**src/rtl/alu_chk_pkg.sv**
```systemverilog
// Shared types and constants for the TinyALU protocol and result checker.
package alu_chk_pkg;

  typedef enum logic [2:0] {
    OP_NOP = 3'd0,
    OP_ADD = 3'd1,
    OP_AND = 3'd2,
    OP_XOR = 3'd3,
    OP_MUL = 3'd4
  } alu_op_e;

  typedef enum logic {
    ST_IDLE = 1'b0,
    ST_BUSY = 1'b1
  } chk_state_e;

  localparam int ERR_EARLY  = 0;
  localparam int ERR_LATE   = 1;
  localparam int ERR_RESULT = 2;
  localparam int ERR_PROTO  = 3;

  // Opcodes 5..7 behave as NOP, so only 1..4 open a transaction.
  function automatic logic is_alu_op(input logic [2:0] op);
    return (op >= OP_ADD) && (op <= OP_MUL);
  endfunction

endpackage

```
**src/rtl/alu_chk_expect.sv**
```systemverilog
// Combinational reference model: maps a captured op and operands to the
// result the TinyALU must return.
module alu_chk_expect
  import alu_chk_pkg::*;
#(
  parameter int DATA_W = 8
) (
  input  logic [2:0]          op,
  input  logic [DATA_W-1:0]   a,
  input  logic [DATA_W-1:0]   b,
  output logic [2*DATA_W-1:0] expected
);

  logic [2*DATA_W-1:0] a_ext_s;
  logic [2*DATA_W-1:0] b_ext_s;

  assign a_ext_s = {{DATA_W{1'b0}}, a};
  assign b_ext_s = {{DATA_W{1'b0}}, b};

  // Select the reference result; ADD carry lands in bit DATA_W
  always_comb begin
    expected = {(2*DATA_W){1'b0}};
    case (op)
      OP_ADD:  expected = a_ext_s + b_ext_s;
      OP_AND:  expected = a_ext_s & b_ext_s;
      OP_XOR:  expected = a_ext_s ^ b_ext_s;
      OP_MUL:  expected = a_ext_s * b_ext_s;
      default: expected = {(2*DATA_W){1'b0}};
    endcase
  end

endmodule

```
**config.mk**
```make
export PLATFORM = sky130hd
export DESIGN_NAME = alu_chk_expect
export DESIGN_NICKNAME = d
export VERILOG_FILES = /design/src/rtl/alu_chk_pkg.sv /design/src/rtl/alu_chk_expect.sv
export SDC_FILE = /design/constraint.sdc
export NUM_CORES = 1
export LEC_CHECK = 0
export CORE_ASPECT_RATIO = 1.1
export CORE_MARGIN = 2
export CORE_UTILIZATION = 45
export DETAILED_ROUTE_END_ITERATION = 10
export PLACE_DENSITY_LB_ADDON = 0.1
export SLEW_MARGIN = 20
export SYNTH_ARGS = -nofsm -noshare
export SYNTH_HDL_FRONTEND = slang
export SYNTH_SLANG_ARGS = --single-unit
```
**constraint.sdc**
```tcl
create_clock -name vclk -period 8.8
set_input_delay 1.32 -clock vclk [all_inputs]
set_output_delay 1.32 -clock vclk [all_outputs]
set_load 0.1 [all_outputs]
```
Yosys cells after proc, flatten, opt, wreduce, memory -nomap -nowiden
Index checks and enable logic that the tools add are counted.
{"block": "totals", "ff_bits": 0, "latchBits": 0, "mem_bits_rw": 0, "romBits": 0, "out_inout_bits": 16, "mem_count": 0}
{"block": "op_classes", "add_sub_neg": 1, "multipliers": 1, "n_div": 0, "order_cmp": 0, "eq_ne": 4, "shifts": 0, "muxes": 1, "n_bitwise": 2, "n_reduce_logical": 0}
{"op": "case mux 16 bit (4 select lines)", "count": 1}
{"op": "multiplier 8 x 8 -> 16 bit", "count": 1}
{"op": "adder 8 x 8 -> 9 bit", "count": 1}
{"op": "AND 8 bit", "count": 1}
{"op": "XOR 8 bit", "count": 1}
{"op": "== test 3 x 2 -> 1 bit (second input constant)", "count": 2}
{"op": "== test 3 x 1 -> 1 bit (second input constant)", "count": 1}
{"op": "== test 3 bit (second input constant)", "count": 1}

Depth between registers and ports, before layout
{"block": "depth", "word_depth": 2, "ltp_mapped": 15}

Worst setup path after synthesis
OpenSTA, ideal clock, no wires.
{"block": "synth_timing", "path_type": "in2out", "start": "in a[0]", "end": "out expected[12]", "t_arrival_ns": 6.698, "t_required_ns": 7.480, "setup_slack_ns": 0.782, "cell_stages": 14, "path_buffers": 0, "cell_sequence": "nand2_1 fa_1 fa_1 inv_1 fa_1 inv_1 fa_1 inv_1 ha_1 a21oi_1 nor3b_2 a21oi_1 o21a_1 nor3_1"}
{"block": "synth_via", "elab_chain_len": 2}
{"item": "start, declared", "line_no": "alu_chk_expect.sv:9", "rtl": "input logic [DATA_W-1:0] a,"}
{"item": "multiplier 8 x 8 -> 16 bit", "line_no": "alu_chk_expect.sv:27", "rtl": "OP_MUL: expected = a_ext_s * b_ext_s;"}
{"item": "case mux 16 bit (4 select lines)", "line_no": "alu_chk_expect.sv:23", "rtl": "case (op)"}
{"item": "end, declared", "line_no": "alu_chk_expect.sv:11", "rtl": "output logic [2*DATA_W-1:0] expected"}
No other way between the ends.

Final worst setup path
{"block": "layout_timing", "start": "in a[1]", "end": "out expected[6]"}
{"block": "layout_via", "elab_chain_len": 2}
{"item": "multiplier 8 x 8 -> 16 bit / adder 8 x 8 -> 9 bit (equally long branches)", "line_no": "alu_chk_expect.sv:27, alu_chk_expect.sv:24"}
{"item": "case mux 16 bit (4 select lines) (*)", "line_no": "alu_chk_expect.sv:23"}
Mark *: on every way between the ends. The rest lies on a longest branch, timed or not.

==> results.json <==
{
  "hpwlAfterDp_mm": 5.33,
  "critPathArrivalTime_ns": 6.28,
  "ant_nets": 0,
  "vias": 2305,
  "holdWs_ns": 3.75,
  "power_leakage_nw": 1.55,
  "numSequentialCells": 0,
  "track_usage": 0.205,
  "fin_ws_ns": 1.20,
  "post_route_cells_drive_above_1_share": 0.0413,
  "status": "complete, no violations",
  "synth_fp_nets": 432,
  "initial_core_util": 0.465,
  "ys_types": 35,
  "drtIter0Drc": 122,
  "hold_violations": 0,
  "critical_path_required_ns": 7.48,
  "max_cap_viol_count": 0,
  "setup_violations": 0,
  "finalCritPeriodShare": 0.863,
  "seqCellArea_sq_um": 0,
  "nClkBuffers": 0,
  "crit_path_end_kind": "output port",
  "final_common_cell": "inv_1",
  "rows": 29,
  "dr.pass1.iters": 4,
  "slew-limit-headroom": 0.353,
  "rsz0062_at_grt": "no",
  "start_kind": "input pin",
  "fin_util": 0.536,
  "startpoint": "a[1]",
  "hold_path.class": "input pin to output port",
  "synthTopCellsByArea": "fa_1, ha_1, and2_1",
  "worstHoldStart": "op[2]",
  "post-place-ws_ns": 1.27,
  "hold_buffers": 0,
  "cts_resized": 0,
  "post_cts_buffers": 0,
  "powerDensity_nw_per_um2": 169,
  "netlist_area_sq_um": 2690,
  "yosysTopAreaCell": "fa_1",
  "crit_path_max_fanout": 9,
  "final_area_sq_um": 3090,
  "synth_top_area_share": 0.276,
  "fin_cells": 440,
  "multi_input_area_sq_um": 2450,
  "fmax_mhz": 132,
  "dp.cells": 440,
  "avgViaCountPerCell": 5.24,
  "tightest_slew_ns": 0.968,
  "dieArea_sq_um": 6600,
  "core_sq_um": 5770,
  "avgSynthCellArea_sq_um": 8.09,
  "final.setup.tns_ns": 0,
  "antenna_found_initial": 0,
  "chipWidth_microns": 77.7,
  "ios": 35,
  "wl_per_cell_microns": 14.4,
  "grt_overflow": 0,
  "yosysWarnings": 0,
  "final-max-slew-violation-count": 0,
  "fillCellCount": 553,
  "final_cell_mix": "inv_1, and2_1, ha_1",
  "critical_path_class": "input pin to output port",
  "die_h_microns": 85.0,
  "min_period_ns": 7.60,
  "grt_start_max_net_pins": 20,
  "area_delta_synth_final_pct": 15.1,
  "drc": 0,
  "antennaDiodeCount": 0,
  "grt_pass1_wl_mm": 11.2,
  "port_buffers": 35,
  "worstHoldPathCells": 4,
  "grt_pass1_vias": 2399,
  "final_nets": 465,
  "synthCells": 332,
  "routed_wl_mm": 6.35,
  "placed_area_sq_um": 3090,
  "irDropWorstVdd_mv": 0.102,
  "totalPowerFinal_uw": 521,
  "gp_congestion": 0.868,
  "synth-seq-area-share": 0
}
[worst max-delay path, cell delays in order]
cell and delay, ns:
clkdlybuf4s50_1 0.60, and2_1 0.28, fa_1 0.45, fa_1 0.55
inv_1 0.05, fa_1 0.46, fa_1 0.55, inv_1 0.04
ha_1 0.32, inv_1 0.08, xnor2_1 0.26, a211o_1 0.17
clkdlybuf4s50_1 1.13
[final timing paths]
path | end | slack (ns)
hold / removal | expected[7] | 3.75
setup / recovery | expected[6] | 1.20
[cells by family (layout without fill, tap and decap cells)]
family,count (synthesis),count (layout),synth area share
buffers and inverters,61,92,0.0862
AOI/OAI and AO/OA,63,63,0.154
and+or+nand+nor,110,110,0.220
adders and majority gates,81,81,0.481
muxes,5,5,0.0191
xor gates and xnor gates,12,12,0.0391
[power by group]
part	total, mW	switching (mW)	internal (mW)
Sequential	0	0	0
Combinational	0.521	0.324	0.198
Clock	0	0	0
Total	0.521	0.324	0.198
[layer usage]
layer | GRT usage | part of all wire | vias to the layer above
met5 | 0 | 0 | -
met4 | 0.0130 | 0.0061 | 0
met3 | 0.0138 | 0.041 | 4
met2 | 0.360 | 0.49 | 48
met1 | 0.291 | 0.47 | 1095
li1 | - | - | 1158
[synthesized netlist by cell type (2+ instances only)]
cell type	number
nand3b_1	3
ha_1	44
xnor2_1	8
fa_1	37
mux2i_1	4
nor2b_1	3
nand3_1	4
nand2b_1	7
o21ai_0	9
and2_1	45
nand2_1	22
o21bai_1	2
clkbuf_1	2
xor2_1	4
a21o_1	7
buf_2	2
nor2_1	16
a31o_2	3
o22ai_1	2
a22oi_1	4
nor3_1	6
inv_1	57
o211ai_1	5
a21oi_1	20
o21a_1	6
[cell type report]
cell class                 count  share of cell area
multi-input combinational    271               0.794
timing repair buffer          35               0.106
tap                           77              0.0312
inverter                      57              0.0692
Power figures use the tool's default switching activity.
